===== src/rtl/gray_sobel_src_ctrl_pkg.sv =====
// Shared definitions for the gray/sobel pixel-source sequencer:
// pixel width, sequencer state encoding and source-select codes.
package gray_sobel_src_ctrl_pkg;

  localparam int MAX_PIXEL_BITS = 8;

  // Number of configuration bytes: seed hi/lo, stop hi/lo.
  localparam int CFG_BYTES = 4;

  typedef enum logic [1:0] {
    IDLE  = 2'd0,
    RUN   = 2'd1,
    DRAIN = 2'd2,
    DONE  = 2'd3
  } src_ctrl_state_t;

  localparam logic SRC_SPI  = 1'b0;
  localparam logic SRC_LFSR = 1'b1;

endpackage


===== src/rtl/gray_sobel_src_ctrl_cfg_loader.sv =====
// Byte-serial loader for the 16-bit LFSR seed and stop code.
// Byte order: seed[15:8], seed[7:0], stop[15:8], stop[7:0]; a further
// byte restarts the sequence and clears the loaded flag.
module gray_sobel_src_ctrl_cfg_loader
  import gray_sobel_src_ctrl_pkg::*;
(
  input  logic        clk_i,
  input  logic        reset_i,
  input  logic [7:0]  cfg_byte_i,
  input  logic        cfg_valid_i,
  input  logic        lock_i,
  output logic [15:0] seed_o,
  output logic [15:0] stop_o,
  output logic        loaded_o
);

  localparam int IDX_W = $clog2(CFG_BYTES);
  localparam logic [IDX_W-1:0] IDX_LAST = IDX_W'(CFG_BYTES - 1);

  logic [IDX_W-1:0] idx_reg;
  logic [7:0]       byte_reg [CFG_BYTES];
  logic             loaded_reg;
  logic             accept;

  // Bytes are refused while an LFSR frame is using the seed/stop values.
  assign accept = cfg_valid_i && !lock_i;

  // Store each accepted byte at the current index; the index wraps after the last byte.
  always_ff @(posedge clk_i) begin
    if (reset_i) begin
      idx_reg    <= '0;
      loaded_reg <= 1'b0;
      for (int i = 0; i < CFG_BYTES; i++) begin
        byte_reg[i] <= '0;
      end
    end else if (accept) begin
      byte_reg[idx_reg] <= cfg_byte_i;
      idx_reg           <= idx_reg + 1'b1;
      loaded_reg        <= (idx_reg == IDX_LAST);
    end
  end

  assign seed_o   = {byte_reg[0], byte_reg[1]};
  assign stop_o   = {byte_reg[2], byte_reg[3]};
  assign loaded_o = loaded_reg;

endmodule


===== src/rtl/gray_sobel_src_ctrl.sv =====
// Pixel-source sequencer for the gray/sobel datapath. Issues SPI or LFSR
// pixels with a registered one-cycle strobe, limits in-flight pixels with a
// credit counter and signals frame completion once all results return.
// Optional macro SRC_CTRL_DRAIN_WDT_EN adds a DRAIN watchdog that abandons
// the frame with an error pulse after DRAIN_TIMEOUT cycles.
module gray_sobel_src_ctrl
  import gray_sobel_src_ctrl_pkg::*;
#(
  parameter int PX_W          = MAX_PIXEL_BITS,
  parameter int FRAME_PX      = 64,
  parameter int MAX_OUT       = 4,
  parameter int DRAIN_TIMEOUT = 1024
) (
  input  logic            clk_i,
  input  logic            reset_i,
  input  logic            start_i,
  input  logic            abort_i,
  input  logic            src_sel_i,
  input  logic [7:0]      cfg_byte_i,
  input  logic            cfg_valid_i,
  input  logic [PX_W-1:0] spi_px_i,
  input  logic            spi_px_rdy_i,
  input  logic [PX_W-1:0] lfsr_px_i,
  input  logic            lfsr_done_i,
  input  logic            res_rdy_i,
  output logic [PX_W-1:0] px_o,
  output logic            px_rdy_o,
  output logic            lfsr_step_o,
  output logic [15:0]     lfsr_seed_o,
  output logic [15:0]     lfsr_stop_o,
  output logic            cfg_loaded_o,
  output logic            busy_o,
  output logic            frame_done_o,
  output logic            err_o,
  output logic            ovf_o
);

  localparam int CNT_W = $clog2(FRAME_PX + 1);
  localparam int OUT_W = $clog2(MAX_OUT + 1);
  localparam logic [CNT_W-1:0] FRAME_PRE = CNT_W'(FRAME_PX - 1);
  localparam logic [OUT_W-1:0] OUT_LIMIT = OUT_W'(MAX_OUT);

  src_ctrl_state_t  state_reg, state_next;
  logic             src_reg;
  logic [CNT_W-1:0] issued_reg;
  logic [OUT_W-1:0] out_reg, out_next;
  logic             ovf_reg, err_reg, px_rdy_reg;
  logic [PX_W-1:0]  px_reg;

  logic cfg_loaded;
  logic start_ok, start_err;
  logic issue_spi, issue_lfsr, issue, drop;
  logic res_take, last_issue, abort_now, wdt_expire;

  gray_sobel_src_ctrl_cfg_loader u_cfg (
    .clk_i      (clk_i),
    .reset_i    (reset_i),
    .cfg_byte_i (cfg_byte_i),
    .cfg_valid_i(cfg_valid_i),
    .lock_i     ((state_reg != IDLE) && (src_reg == SRC_LFSR)),
    .seed_o     (lfsr_seed_o),
    .stop_o     (lfsr_stop_o),
    .loaded_o   (cfg_loaded)
  );

  assign abort_now  = abort_i && (state_reg != IDLE);
  assign issue      = issue_spi || issue_lfsr;
  assign res_take   = res_rdy_i && (out_reg != '0);
  assign last_issue = (issue && (issued_reg == FRAME_PRE)) || (issue_lfsr && lfsr_done_i);

  // Outstanding credit count: an issue and a result in the same cycle cancel.
  always_comb begin
    out_next = out_reg;
    if (issue && !res_take) begin
      out_next = out_reg + 1'b1;
    end else if (!issue && res_take) begin
      out_next = out_reg - 1'b1;
    end
  end

`ifdef SRC_CTRL_DRAIN_WDT_EN
  localparam int WDT_W = $clog2(DRAIN_TIMEOUT + 1);
  localparam logic [WDT_W-1:0] WDT_LAST = WDT_W'(DRAIN_TIMEOUT - 1);
  logic [WDT_W-1:0] wdt_reg;

  // Count cycles spent in DRAIN; leaving DRAIN restarts the count.
  always_ff @(posedge clk_i) begin
    if (reset_i || (state_reg != DRAIN)) begin
      wdt_reg <= '0;
    end else begin
      wdt_reg <= wdt_reg + 1'b1;
    end
  end

  assign wdt_expire = (state_reg == DRAIN) && !abort_i && (out_next != '0) && (wdt_reg == WDT_LAST);
`else
  logic [31:0] unused_timeout;
  assign unused_timeout = DRAIN_TIMEOUT;
  assign wdt_expire     = 1'b0;
`endif

  // State register.
  always_ff @(posedge clk_i) begin
    if (reset_i) begin
      state_reg <= IDLE;
    end else begin
      state_reg <= state_next;
    end
  end

  // Next-state logic; abort overrides everything outside IDLE.
  always_comb begin
    state_next = state_reg;
    if (abort_now) begin
      state_next = IDLE;
    end else begin
      case (state_reg)
        IDLE:    if (start_ok) state_next = RUN;
        RUN:     if (last_issue) state_next = DRAIN;
        DRAIN: begin
          if (out_next == '0) begin
            state_next = DONE;
          end else if (wdt_expire) begin
            state_next = IDLE;
          end
        end
        DONE:    state_next = IDLE;
        default: state_next = IDLE;
      endcase
    end
  end

  // Per-state decisions: start handling, issue/drop, and state-decoded outputs.
  always_comb begin
    start_ok     = 1'b0;
    start_err    = 1'b0;
    issue_spi    = 1'b0;
    issue_lfsr   = 1'b0;
    drop         = 1'b0;
    busy_o       = (state_reg != IDLE);
    frame_done_o = (state_reg == DONE);
    case (state_reg)
      IDLE: begin
        if (start_i) begin
          if ((src_sel_i == SRC_LFSR) && !cfg_loaded) begin
            start_err = 1'b1;
          end else begin
            start_ok = 1'b1;
          end
        end
      end
      RUN: begin
        if (!abort_i) begin
          if (src_reg == SRC_LFSR) begin
            issue_lfsr = (out_reg < OUT_LIMIT);
          end else if (spi_px_rdy_i) begin
            if (out_reg < OUT_LIMIT) begin
              issue_spi = 1'b1;
            end else begin
              drop = 1'b1;
            end
          end
        end
      end
      default: ;
    endcase
    lfsr_step_o = issue_lfsr && !reset_i;
  end

  // Frame counters, sticky overflow, registered pixel strobe and error pulse.
  always_ff @(posedge clk_i) begin
    if (reset_i) begin
      src_reg    <= SRC_SPI;
      issued_reg <= '0;
      out_reg    <= '0;
      ovf_reg    <= 1'b0;
      err_reg    <= 1'b0;
      px_rdy_reg <= 1'b0;
      px_reg     <= '0;
    end else begin
      px_rdy_reg <= issue;
      err_reg    <= start_err || wdt_expire;
      if (issue_spi) begin
        px_reg <= spi_px_i;
      end else if (issue_lfsr) begin
        px_reg <= lfsr_px_i;
      end
      if (start_ok) begin
        src_reg    <= src_sel_i;
        issued_reg <= '0;
        out_reg    <= '0;
        ovf_reg    <= 1'b0;
      end else if (abort_now || wdt_expire) begin
        issued_reg <= '0;
        out_reg    <= '0;
      end else begin
        if (issue) begin
          issued_reg <= issued_reg + 1'b1;
        end
        out_reg <= out_next;
        if (drop) begin
          ovf_reg <= 1'b1;
        end
      end
    end
  end

  assign px_o         = px_reg;
  assign px_rdy_o     = px_rdy_reg;
  assign cfg_loaded_o = cfg_loaded;
  assign err_o        = err_reg;
  assign ovf_o        = ovf_reg;

endmodule


===== config.mk =====
export PLATFORM = sky130hd
export DESIGN_NAME = gray_sobel_src_ctrl
export DESIGN_NICKNAME = d
export VERILOG_FILES = /design/src/rtl/gray_sobel_src_ctrl_pkg.sv /design/src/rtl/gray_sobel_src_ctrl_cfg_loader.sv /design/src/rtl/gray_sobel_src_ctrl.sv
export SDC_FILE = /design/constraint.sdc
export NUM_CORES = 1
export LEC_CHECK = 0
export BUFFER_PORTS_ARGS = -buffer_cell sky130_fd_sc_hd__buf_2
export CAP_MARGIN = 30
export CORE_MARGIN = 5
export CORE_UTILIZATION = 25
export CTS_CLUSTER_SIZE = 24
export DETAILED_ROUTE_END_ITERATION = 8
export GPL_ROUTABILITY_DRIVEN = 0
export PLACE_DENSITY = 0.45
export SYNTH_ARGS = -nofsm -noshare
export SYNTH_HDL_FRONTEND = slang
export SYNTH_HIERARCHICAL = 1
export SYNTH_SLANG_ARGS = --single-unit

===== constraint.sdc =====
create_clock -name clk_i -period 2.3 [get_ports clk_i]
set_input_delay 0.46 -clock clk_i [delete_from_list [all_inputs] [get_ports clk_i]]
set_output_delay 0.46 -clock clk_i [all_outputs]
set_load 0.03 [all_outputs]

Word level (Yosys, flattened, before mapping)
Memories as Yosys holds them, arrays and structs flattened.
Cells that the tools add are included.
W data, S select, Z words.
{ "word_totals": {"n_memories": 1, "wordCells": 89, "reg_bits": 27, "inputBits": 33, "out_inout_bits": 47, "mem_bits_rw": 32} }
{ "op_classes": {"add_sub_neg": 4, "bitwise": 3, "n_lt_le_gt_ge": 1, "eq_ne": 8, "n_mux": 33, "reduce_logical": 29} }
{ "mem_list": {"columns": ["memory", "words", "width", "read_ports", "rd_clocked_by_memory_dff", "write_ports", "line", "rtl"], "rows": [
  ["u_cfg.byte_reg", 4, 8, 4, 0, 4, "gray_sobel_src_ctrl_cfg_loader.sv:21", "logic [7:0] byte_reg [CFG_BYTES];"]
]} }
{ "ops": {"columns": ["operator", "n"], "rows": [
  ["$mux W8", 3],
  ["$mux W1", 23],
  ["$logic_and A1 B1 Y1", 10],
  ["$mux W2", 4],
  ["$pmux W2 S4", 1],
  ["$reduce_or A8 Y1", 1],
  ["$add A7 B1 Y7 const B", 1],
  ["$eq A7 B6 Y1 const B", 1],
  ["$eq A2 B2 Y1 const B", 3],
  ["$mux W3", 2],
  ["$ne A2 B2 Y1 const B", 3],
  ["$reduce_or A3 Y1", 2],
  ["$logic_not A1 Y1", 5],
  ["$reduce_bool A2 Y1", 2],
  ["$reduce_or A2 Y1", 2],
  ["$add A3 B1 Y3 const B", 1],
  ["$logic_not A3 Y1", 1],
  ["$lt A3 B3 Y1 const B", 1],
  ["$not A1 Y1", 3],
  ["$reduce_and A3 Y1", 1],
  ["$reduce_bool A3 Y1", 1],
  ["$sub A3 B1 Y3 const B", 1],
  ["$add A2 B1 Y2 const B", 1],
  ["$eq A2 B1 Y1 const B", 1],
  ["3 further kinds", 4]
]} }

Depth between registers and ports, before layout
Gate-level depths: netlist (run 1).
{ "depth": {"word_depth": 14, "mapped_depth": 9, "depth_no_buf": 8} }

Modules after synthesis
Netlist (run 1), hierarchy kept.
{ "by_module_without_submodules": {"columns": ["module", "instances", "cells_per_inst", "area_per_inst_um2", "seq_area_each_um2"], "rows": [
  ["gray_sobel_src_ctrl_cfg_loader", 1, 100, 1406.3, 1021.0],
  ["gray_sobel_src_ctrl", 1, 140, 1282.5, 480.5]
]} }

Worst setup path before layout (run 1)
Ideal clock, no wire load.
{ "synth_path": {"path_type": "reg-to-reg", "start": "register state_reg[1]", "end": "register state_reg[0]", "synth_period_minus_slack_ns": 2.313, "required_ns": 2.240, "path_stages_with_launch": 10, "setup_time_ns": 0.060, "arrival_time_ns": 2.253, "slack_ns": -0.013, "n_path_buf": 1, "cell_sequence": "dfxtp_1 -> inv_1 -> ha_1 -> or3b_1 -> buf_2 -> a211oi_2 -> a22oi_4 -> xnor2_1 -> a2111oi_4 -> o221a_1"} }
{ "synth_via": {"elab_chain_len": 10, "elab_cells_between_ends": 25, "classes_between": "eq/ne (6); mux (6); reduce/logical (13)"} }
{ "synth_lines": {"columns": ["element", "line", "rtl"], "rows": [
  ["from (decl)", "gray_sobel_src_ctrl.sv:43", "src_ctrl_state_t state_reg, state_next;"],
  ["from (signal assigned)", "gray_sobel_src_ctrl.sv:107", "state_reg <= state_next;"],
  ["$eq A2 B1 Y1", "gray_sobel_src_ctrl.sv:117, gray_sobel_src_ctrl.sv:142", null],
  ["$mux W1", "gray_sobel_src_ctrl.sv:142", "case (state_reg)"],
  ["$logic_or A1 B1 Y1", "gray_sobel_src_ctrl.sv:67", "assign issue = issue_spi || issue_lfsr;"],
  ["$logic_not A1 Y1", "gray_sobel_src_ctrl.sv:76", "end else if (!issue && res_take) begin"],
  ["$logic_and A1 B1 Y1", "gray_sobel_src_ctrl.sv:76", null],
  ["$mux W3", "gray_sobel_src_ctrl.sv:76", null],
  ["$mux W3", "gray_sobel_src_ctrl.sv:74", "if (issue && !res_take) begin"],
  ["$logic_not A3 Y1", "gray_sobel_src_ctrl.sv:121", "if (out_next == '0) begin"],
  ["$ne A2 B2 Y1 (no line)", null, null],
  ["$reduce_and A3 Y1 (no line)", null, null]
]} }
Several ways; a longest one is shown, not always the timed one.
A chain may end at the register's enable or synchronous reset.

Worst setup path in the final report (run 1)
Ends and elaborated chain as after synthesis.

==> results of run 1 <==
report_power, final:
part	internal (mW)	switching, mW	total [mW]
clock network	0.598	0.394	0.992
registers	1.21	0.0632	1.27
logic	0.395	0.577	0.972
logic make-up after synthesis:
group	after synthesis	synth area share
AOI/OAI and AO/OA	31	0.101
xor gates and xnor gates	8	0.0261
adders and majority gates	9	0.0419
buffers and inverters	27	0.0400
DFF	59	0.558
muxes	11	0.0433
and+or+nand+nor	95	0.189
through the flow:
stage | hold WS [ns] | power (mW)
6_report | 0.395 | 3.24
4_1_cts | 0.380 | 3.25
3_5_place_dp | 0.488 | 2.22
3_3_place_gp | 0.485 | 2.21
5_1_grt | 0.401 | 3.43
2_1_floorplan | 0.468 | 1.91
critical path, stage by stage, from the launching register on:
cell       delay (ns)
dfxtp_2          0.33
inv_2            0.07
ha_4             0.13
or3b_4           0.41
a211oi_4         0.32
a22oi_4          0.13
xnor2_2          0.18
a2111oi_4        0.35
o221a_1          0.23
cell type report:
type	instances	area, um^2
clock buffers	11	131
fillers	1068	6810
multi-input cells	154	1120
well taps	136	170
clock inverters	4	67.6
repair buffers	100	553
flip-flops and latches	59	1500
inverters	16	60.1
routing by layer:
metal / vias to the layer above / routed length [um]
met5: - / 0
met4: 0 / 107
met3: 10 / 412
met2: 52 / 3260
met1: 970 / 2980
li1: 1043 / -
cells in the final DEF, fill, tap and decap left out, types with 4 or more instances in the layout:
cell and n:
nor2_1 49, ha_1 8, nor3_1 4, inv_1 15
mux2i_1 9, xnor2_1 4, nand4bb_1 10, dfxtp_1 25
nand2b_1 7, a211oi_1 9, nand2_1 10, buf_4 21
buf_2 79, edfxtp_1 32, a21oi_1 5, clkbuf_8 9
what timing repair did:
item                       4_1_cts  5_1_grt
buffers inserted                 0        1
gates cloned                     0        0
gates resized for setup          2        7
pin swaps                        0        5
setup endpoints to repair        2        2
path summary, 6_finish.rpt:
check / start / end / slack [ns] / depth (start not counted)
worst max-delay path: state_reg[1] / state_reg[0] / 0.10 / 8
worst min-delay path: start_i / err_o / 0.39 / 3
worst max register to register: state_reg[1] / state_reg[0] / 0.10 / 8
worst min register to register: px_o[3] / px_o[3] / 0.49 / 2
==> results.md, run 1 <==
* #FFs+latches synth at 59
* Post-route cell area at 3610 um^2
* Post-synthesis sequential area ratio at 0.558
* Residual DRC count at 0
* Cell Count, Final, Fillers Out at 480
* WL/cell at 14.1 um
* Setup TNS at 0 ns
* Crit Path Max Fanout at 4
* Max frequency at 0.455 GHz
* DPL Wire Length at between 5000 and 6000 um
* RSZ-0062 raised after global routing: no
* Util after Layout at 0.347
* GR Util met1 at 0.131
* Synth unique cells at 44
* Gr busiest metal: met2
* Arr. time, crit path at 2.48 ns
* Clk_skew at 0.0182 ns
* Final setup fails at 0
* Total number of yosys warnings at 6
* DR iter-0 viols at 55
* Die height at 114 um
* Max-slew violation count at 0
* Antenna diodes at 0
* Synthesized area at approximately 2700 um^2
* Root buffer cell: clkbuf_8
* Rows at 37
* Post-DRT Antenna Nets at 0
* Mapped Nets at around 280
* Largest net degree at the start of global routing at 20
* Syn Area/Cell at 11.2 um^2
* Clock Sinks at roughly 60
* Crit start category: register
* Leak pwr at roughly 1.6 nW
* Place WS at -0.0583 ns
* Hold Vio Cnt, Final at 0
* Worst IR drop on VDD at 0.376 mV
* Met3 Usage GRT at 0.0308
* Count leader, synth: nor2_1
* First-pass GRT wire length at 10900 um
* 1st-pass router iterations at 4
* Io pins at 80
* Final WS setup at roughly 0.1 ns
* Placement Cell Area at between 3000 and 4000 um^2
* Inst Count DP at around 460
* Most frequent cells after synthesis: 49 x nor2_1, 32 x edfxtp_1, 27 x dfxtp_1, 16 x inv_1
* CTS H-tree depth at 3
* Cts hold-fix bufs at 0
* Num CTS Buffers at 9
* Max-Cap Viols at 0
* Core area at ~10000 um^2
* PwrDens at between 800 and 900 nW/um^2
* Max Buffers Root-to-Sink at 2
* DR vias at 2075
* NumNets Final at 382
* Grt ovf at 0
* Max FFs per register at 32
* Total GRT Usage at 0.109
* Largest cells by area after synthesis: edfxtp_1 36%, dfxtp_1 20%, nor2_1 6.8%
* WP data required at around 2.6 ns
* Ys async rst share at 0
* Synthesized instance count at 240
* Vias in the first global route at about 2100
* Met2 usage at 0.183
* Crit. End Element: register
* Period utilization at 0.956
* Outcome: finished, final reports clean
* Rel. slew slack at 0.687
* Area leader, netlist: edfxtp_1
* Critical path type: reg2reg
* Vias/cell at 4.32
* Clock transition at path regs at about 0.08 ns
* Antenna violations before repair at 0
* DRT Wirelength at 6760 um
* Dominant synthesized flop cell: edfxtp_1
* CTS tree: yes
* Final min period at 2.20 ns
* Worst skew pair latency at between 0.3 and 0.4 ns
* Layout area overhead at 34.3%
* Share of layout cells above drive strength 1 at 0.363
* Worst min path class: in2reg
* Share of the synthesized area in the top cell type at 0.357
* Initial core utilization at 0.258
* Port bufs at 79
* Number of synthesized flops with an enable pin at 32
* Worst slew pin tran at 0.470 ns
* Die W at roughly 110 um
* Die area at 12900 um^2
(Power assumes the default switching activity.)
==> run 2, diff against run 1 <==
--- a/config.mk
+++ b/config.mk
@@ -9,10 +9,12 @@
 export CAP_MARGIN = 30
 export CORE_MARGIN = 5
 export CORE_UTILIZATION = 25
+export CTS_BUF_LIST = sky130_fd_sc_hd__clkbuf_4 sky130_fd_sc_hd__clkbuf_8 sky130_fd_sc_hd__clkbuf_16
 export CTS_CLUSTER_SIZE = 24
 export DETAILED_ROUTE_END_ITERATION = 8
 export GPL_ROUTABILITY_DRIVEN = 0
 export PLACE_DENSITY = 0.45
+export SETUP_SLACK_MARGIN = 0.1
 export SYNTH_ARGS = -nofsm -noshare
 export SYNTH_HDL_FRONTEND = slang
 export SYNTH_HIERARCHICAL = 1
==> constraint.sdc (replaced) <==
create_clock -name clk_i -period 2.3 [get_ports clk_i]
set_input_delay 0.345 -clock clk_i [delete_from_list [all_inputs] [get_ports clk_i]]
set_output_delay 0.345 -clock clk_i [all_outputs]
set_load 0.03 [all_outputs]
==> run 2 against run 1 <==
Against the previous run: sequential power barely moved; critical path depth stayed put; clock power is 10% lower; first-iteration DRC count up 13%; non-clock buffer count fell by 6; count of clock-buffer cells in the layout is 2 lower; sequential share of layout area increased by 0.74 points; wire length shrank 1.5%; flip-flop and latch count is the same; final area decreased by 1.5%; die area stayed put; register-to-register slack better by 0.02 ns; critical endpoint unchanged; highest routed layer unchanged.
==> results.md, run 2 (synthesis results as in run 1) <==
* Crit. End Element: register (unchanged)
* Port bufs at 79 (unchanged)
* Worst IR drop on VDD at 0.317 mV (was 0.376 mV)
* Leak pwr at 1.59 nW (was 1.62 nW)
* Sw Share at 0.332 (was 0.319)
* Clock Sinks at 59 (unchanged)
* R2R cell count at 8 (unchanged)
* Share of layout cells above drive strength 1 at 0.367 (was 0.363)
* Max frequency at 0.458 GHz (was 0.455 GHz)
* 1st-pass router iterations at 4 (unchanged)
* Grt ovf at 0 (unchanged)
* Cell Count, Final, Fillers Out at 474 (was 480)
* Die height at 114 um (unchanged)
* Clock transition at path regs at 0.07 ns (was 0.08 ns)
* Hold Vio Cnt, Final at 0 (unchanged)
* Crit-path cells: inv_2 -> ha_4 -> or3b_4 -> o211a_4 -> mux2_4 -> a221oi_4 -> a2111oi_4 -> o221a_1 (was inv_2 -> ha_4 -> or3b_4 -> a211oi_4 -> a22oi_4 -> xnor2_2 -> a2111oi_4 -> o221a_1)
* Worst min path class: in2reg (unchanged)
* Final setup fails at 0 (unchanged)
* Core area at 10400 um^2 (unchanged)
* Outcome: finished, final reports clean (unchanged)
* Switch Pwr at 1.02 mW (was 1.03 mW)
* WL/cell at 14.1 um (about the same)
* Die area at 12900 um^2 (unchanged)
* Most frequent cells in the layout: 79 x buf_2, 49 x nor2_1, 32 x edfxtp_1, 24 x dfxtp_1 (was 79 x buf_2, 49 x nor2_1, 32 x edfxtp_1, 25 x dfxtp_1, 21 x buf_4)
* DR iter-0 viols at 62 (was 55)
* Total GRT Usage at 0.107 (was 0.109)
* Max-slew violation count at 0 (unchanged)
* Sequential share of power at 0.413 (was 0.394)
* Most common cell after layout, fill and taps aside: buf_2 (unchanged)
* Hold depth at 3 (unchanged)
* CTS tree: yes (unchanged)
* DR vias at 2029 (was 2075)
* Root buffer cell: clkbuf_8 (unchanged)
* Cts hold-fix bufs at 0 (unchanged)
* CTS H-tree depth at 3 (unchanged)
* Critical-path top delay cell: or3b_4 (unchanged)
* Total power at 3.08 mW (was 3.24 mW)
* Clk_skew at 0.0104 ns (was 0.0182 ns)
* Filler Cells Inserted at 1085 (was 1068)
* Max Buffers Root-to-Sink at 2 (unchanged)
* Arr. time, crit path at 2.41 ns (was 2.48 ns)
* Post-DRT Antenna Nets at 0 (unchanged)
* Antenna diodes at 0 (unchanged)
* Io pins at 80 (unchanged)
* Period utilization at 0.949 (was 0.956)
* Max-Cap Viols at 0 (unchanged)
* Antenna violations before repair at 0 (unchanged)
* Initial core utilization at 0.258 (unchanged)
* Crit Path Max Fanout at 5 (was 4)
* Final min period at 2.18 ns (was 2.20 ns)
* NumNets Final at 376 (was 382)
* Rows at 37 (unchanged)
* Worst skew pair latency at 0.33 ns (was 0.34 ns)
* Crit start category: register (unchanged)
* Worst slew pin tran at 0.577 ns (was 0.470 ns)
* Largest net degree at the start of global routing at 31 (was 20)
* Vias in the first global route at 2050 (was 2144)
* Max FFs per register at 32 (unchanged)
* Layout area overhead at 32.3% (was 34.3%)
* PwrDens at 867 nW/um^2 (was 897 nW/um^2)
* CP peak stage delay at 0.41 ns (about the same)
* Inst Count DP at 458 (was 464)
* Critical path type: reg2reg (unchanged)
* WP data required at 2.53 ns (was 2.58 ns)
* DPL Wire Length at 5070 um (was 5160 um)
* Vias/cell at 4.28 (was 4.32)
* First-pass GRT wire length at 10800 um (was 10900 um)
* Clock Power Share at 0.288 (was 0.306)
* Die W at 114 um (unchanged)
* Pint at 2.06 mW (was 2.20 mW)
* Rel. slew slack at 0.614 (was 0.687)
* DRT Wirelength at 6660 um (was 6760 um)
* Num CTS Buffers at 9 (unchanged)
* Util after Layout at 0.342 (was 0.347)
* Residual DRC count at 0 (unchanged)
* Power share of the combinational group at 0.299 (was 0.300)
* RSZ-0062 raised after global routing: yes (was no)
run 2: timing repair:
action | 4_1_cts | 5_1_grt
setup endpoints to repair | 2 | 2
gates resized for setup | 4 | 1
pin swaps | 0 | 1
setup buffers | 0 | 1
run 2: power by group through the flow:
| stage | sequential [mW] | clock [mW] | combinational, mW |
|---|---|---|---|
| global placement | 1.29 | 0 | 0.898 |
| floorplan | 1.41 | 0 | 0.538 |
| detailed placement | 1.29 | 0 | 0.904 |
| global route | 1.29 | 0.968 | 1.01 |
| finish | 1.27 | 0.888 | 0.922 |
| CTS | 1.27 | 0.927 | 0.924 |
run 2: path summary, 6_finish.rpt:
path	from	end	slack, ns
worst max-delay path	state_reg[1]	state_reg[0]	0.12
worst min-delay path	start_i	err_o	0.29
worst max register to register	state_reg[1]	state_reg[0]	0.12
worst min register to register	px_o[0]	px_o[0]	0.50
run 2: cell type report:
cell class                      instances  area, um^2  share of cell area
Clock inverter                          6        57.6              0.0162
Clock buffer                            9         124              0.0348
Inverter                               16        60.1              0.0169
Multi-Input combinational cell        154        1130               0.318
Tap cell                              136         170              0.0478
Sequential cell                        59        1510               0.424
Timing Repair Buffer                   94         508               0.143
run 2: routing by layer:
metal  up-vias  wire, um  track usage
li1       1030         -            -
met1       939      2870        0.128
met2        51      3320        0.181
met3         9       413       0.0387
met4         0        65       0.0264
met5         -         0            0
run 2: critical path: cells and delay by family (launching register included):
kind / cells / cell delay, ns
adder cells (fa/ha/maj): 1 / 0.13
AND/OR/NAND/NOR: 1 / 0.41
buffers and inverters: 1 / 0.06
flip-flops: 1 / 0.32
multiplexers: 1 / 0.28
AO/OA/AOI/OAI: 4 / 0.87
run 2: metrics by stage:
step	setup WS (ns)	TNS (ns)	area (um^2)	hold WS (ns)
after global placement	0.0757	0	3350	0.486
after floorplan	0.118	0	2730	0.460
after global routing	-0.0201	-0.0201	3560	0.286
final	0.118	0	3560	0.286
after CTS	0.103	0	3550	0.260
after detailed placement	0.0225	0	3350	0.492
==> run 3, diff against run 2 <==
--- a/config.mk
+++ b/config.mk
@@ -9,7 +9,7 @@
 export CAP_MARGIN = 30
 export CORE_MARGIN = 5
 export CORE_UTILIZATION = 25
-export CTS_BUF_LIST = sky130_fd_sc_hd__clkbuf_4 sky130_fd_sc_hd__clkbuf_8 sky130_fd_sc_hd__clkbuf_16
+export CTS_BUF_LIST = sky130_fd_sc_hd__clkbuf_8
 export CTS_CLUSTER_SIZE = 24
 export DETAILED_ROUTE_END_ITERATION = 8
 export GPL_ROUTABILITY_DRIVEN = 0
@@ -19,3 +19,4 @@
 export SYNTH_HDL_FRONTEND = slang
 export SYNTH_HIERARCHICAL = 1
 export SYNTH_SLANG_ARGS = --single-unit
+export TNS_END_PERCENT = 30
==> run 3 against run 2 <==
Against the previous run: sequential power is essentially flat; cell count is 0.63% higher; largest cell class unchanged; wire length grew 2.2%; first-iteration DRC count increased by 9.7%; total power decreased by 0.21%; worst hold slack better by 0.0064 ns; utilization hardly changed; global-route usage increased by 0.19 points; register-to-register slack is essentially flat; largest power group unchanged; combinational power is 2.9% higher; die area is the same; critical path type unchanged.
==> results.md, run 3 (synthesis results as in run 1) <==
* Crit-path cells: inv_2 -> ha_4 -> or3b_4 -> o211a_4 -> mux2_4 -> a221oi_4 -> a2111oi_4 -> o221a_1 (unchanged)
* PwrDens at 866 nW/um^2 (was 867 nW/um^2)
* DR iter-0 viols at 68 (was 62)
* Rel. slew slack at 0.653 (was 0.614)
* Power share of the combinational group at 0.308 (was 0.299)
* WP data required at 2.51 ns (was 2.53 ns)
* Vias/cell at 4.27 (was 4.28)
* CTS H-tree depth at 3 (unchanged)
* Grt ovf at 0 (unchanged)
* Top delay family on crit path: compound AO/OA/AOI/OAI gates (unchanged)
* Crit. End Element: register (unchanged)
* Residual DRC count at 0 (unchanged)
* Sw Share at 0.330 (was 0.332)
* NumNets Final at 379 (was 376)
* Antenna violations before repair at 0 (unchanged)
* Hold Vio Cnt, Final at 0 (unchanged)
* Num CTS Buffers at 9 (unchanged)
* Clock transition at path regs at 0.07 ns (about the same)
* Total GRT Usage at 0.108 (was 0.107)
* Io pins at 80 (unchanged)
* Post-DRT Antenna Nets at 0 (unchanged)
* Port bufs at 79 (unchanged)
* Die area at 12900 um^2 (unchanged)
* Worst setup path start: state_reg[1] (unchanged)
* Share of layout cells above drive strength 1 at 0.355 (was 0.367)
* Max-Cap Viols at 0 (unchanged)
* Sequential share of power at 0.412 (was 0.413)
* Pint at 2.06 mW (about the same)
* Clock Power Share at 0.280 (was 0.288)
* Total power at 3.08 mW (about the same)
* Crit Path Max Fanout at 5 (unchanged)
* CTS tree: yes (unchanged)
* Max FFs per register at 32 (unchanged)
* Clk_skew at 0.00732 ns (was 0.0104 ns)
* Crit start category: register (unchanged)
* Cts hold-fix bufs at 0 (unchanged)
* Max-slew violation count at 0 (unchanged)
* Worst min path class: in2reg (unchanged)
* Max frequency at 0.458 GHz (about the same)
* Hold path start: start_i (unchanged)
* DPL Wire Length at 5190 um (was 5070 um)
* Clock Sinks at 59 (unchanged)
* Final WS setup at 0.114 ns (was 0.118 ns)
* Most frequent cells in the layout: 79 x buf_2, 49 x nor2_1, 32 x edfxtp_1, 25 x dfxtp_1, 18 x buf_4 (was 79 x buf_2, 49 x nor2_1, 32 x edfxtp_1, 24 x dfxtp_1)
* DRT Wirelength at 6810 um (was 6660 um)
* CP peak stage delay at 0.41 ns (about the same)
* Largest net degree at the start of global routing at 31 (unchanged)
* WL/cell at 14.3 um (was 14.1 um)
* Leak pwr at 1.59 nW (about the same)
* Arr. time, crit path at 2.40 ns (was 2.41 ns)
* Die height at 114 um (unchanged)
* Worst slew pin tran at 0.519 ns (was 0.577 ns)
* Final setup fails at 0 (unchanged)
* 1st-pass router iterations at 4 (unchanged)
* Critical-path top delay cell: or3b_4 (unchanged)
* Bufs and invs on worst path at 1 (unchanged)
* Initial core utilization at 0.258 (unchanged)
* Place WS at 0.00681 ns (was 0.0225 ns)
* Root buffer cell: clkbuf_8 (unchanged)
* Layout area overhead at 32.2% (was 32.3%)
* Outcome: finished, final reports clean (unchanged)
* Setup TNS at 0 ns (unchanged)
* Core area at 10400 um^2 (unchanged)
* Critical path type: reg2reg (unchanged)
* Antenna diodes at 0 (unchanged)
* Rows at 37 (unchanged)
* Worst skew pair latency at 0.32 ns (was 0.33 ns)
* Final min period at 2.19 ns (was 2.18 ns)
* Die W at 114 um (unchanged)
* First-pass GRT wire length at 10800 um (about the same)
* Worst R2R Start: state_reg[1] (unchanged)
* Period utilization at 0.950 (was 0.949)
* Most common cell after layout, fill and taps aside: buf_2 (unchanged)
* Vias in the first global route at 2092 (was 2050)
* Switch Pwr at 1.01 mW (was 1.02 mW)
* Worst IR drop on VDD at 0.308 mV (was 0.317 mV)
* Max Buffers Root-to-Sink at 2 (unchanged)
* RSZ-0062 raised after global routing: yes (unchanged)
* DR vias at 2039 (was 2029)
-- run 3: cell types whose count changed in the layout (fill, tap and decap cells not counted), sizes merged --
| cell | delta |
|---|---|
| buf | +3 |
| clkinv | -1 |
| inv | +1 |
-- run 3: final cells by class --
cell class | instances | area (um^2)
clock buffers | 9 | 124
fillers | 1086 | 6860
repair buffers | 97 | 531
clock inverters | 6 | 50.0
well taps | 136 | 170
flip-flops and latches | 59 | 1500
multi-input cells | 154 | 1120
inverters | 16 | 60.1
-- run 3: final timing paths --
path,cells after the start,slack [ns],to
max,8,0.11,state_reg[0]
min reg2reg,2,0.50,px_o[3]
min,3,0.29,err_o
max reg2reg,8,0.11,state_reg[0]
-- run 3: routing by layer --
| metal | vias up | GRT usage | wire [um] |
|---|---|---|---|
| met1 | 953 | 0.129 | 2990 |
| met3 | 2 | 0.0355 | 374 |
| met5 | - | 0 | 0 |
| li1 | 1032 | - | - |
| met2 | 52 | 0.186 | 3420 |
| met4 | 0 | 0.0337 | 27 |
-- run 3: power groups by stage --
| stage | clock network [mW] | registers [mW] | logic, mW |
|---|---|---|---|
| final | 0.862 | 1.27 | 0.949 |
| after global routing | 0.954 | 1.28 | 1.04 |
| after CTS | 0.904 | 1.27 | 0.963 |
| after detailed placement | 0 | 1.28 | 0.914 |
| after global placement | 0 | 1.28 | 0.910 |
| after floorplan | 0 | 1.40 | 0.524 |
-- run 3: tightest hold or removal path, cell delays in order --
cell and delay, ns:
buf_2 0.12, nand2_1 0.07, nor3_1 0.04
-- run 3: repair_timing --
item,in CTS,in global routing
hold endpoints to repair,0,0
pin swaps,3,1
setup endpoints to repair,2,2
setup buffers,3,0
gates resized for setup,6,0
gates cloned,0,0
-- run 3: stage by stage --
step	instance area (um^2)	cells	util	hold slack (ns)
floorplan	2710	240	-	0.468
global placement	3330	459	0.320	0.486
detailed placement	3330	459	0.320	0.496
CTS	3560	477	0.341	0.265
global route	3560	477	0.341	0.282
finish	3560	477	0.341	0.292
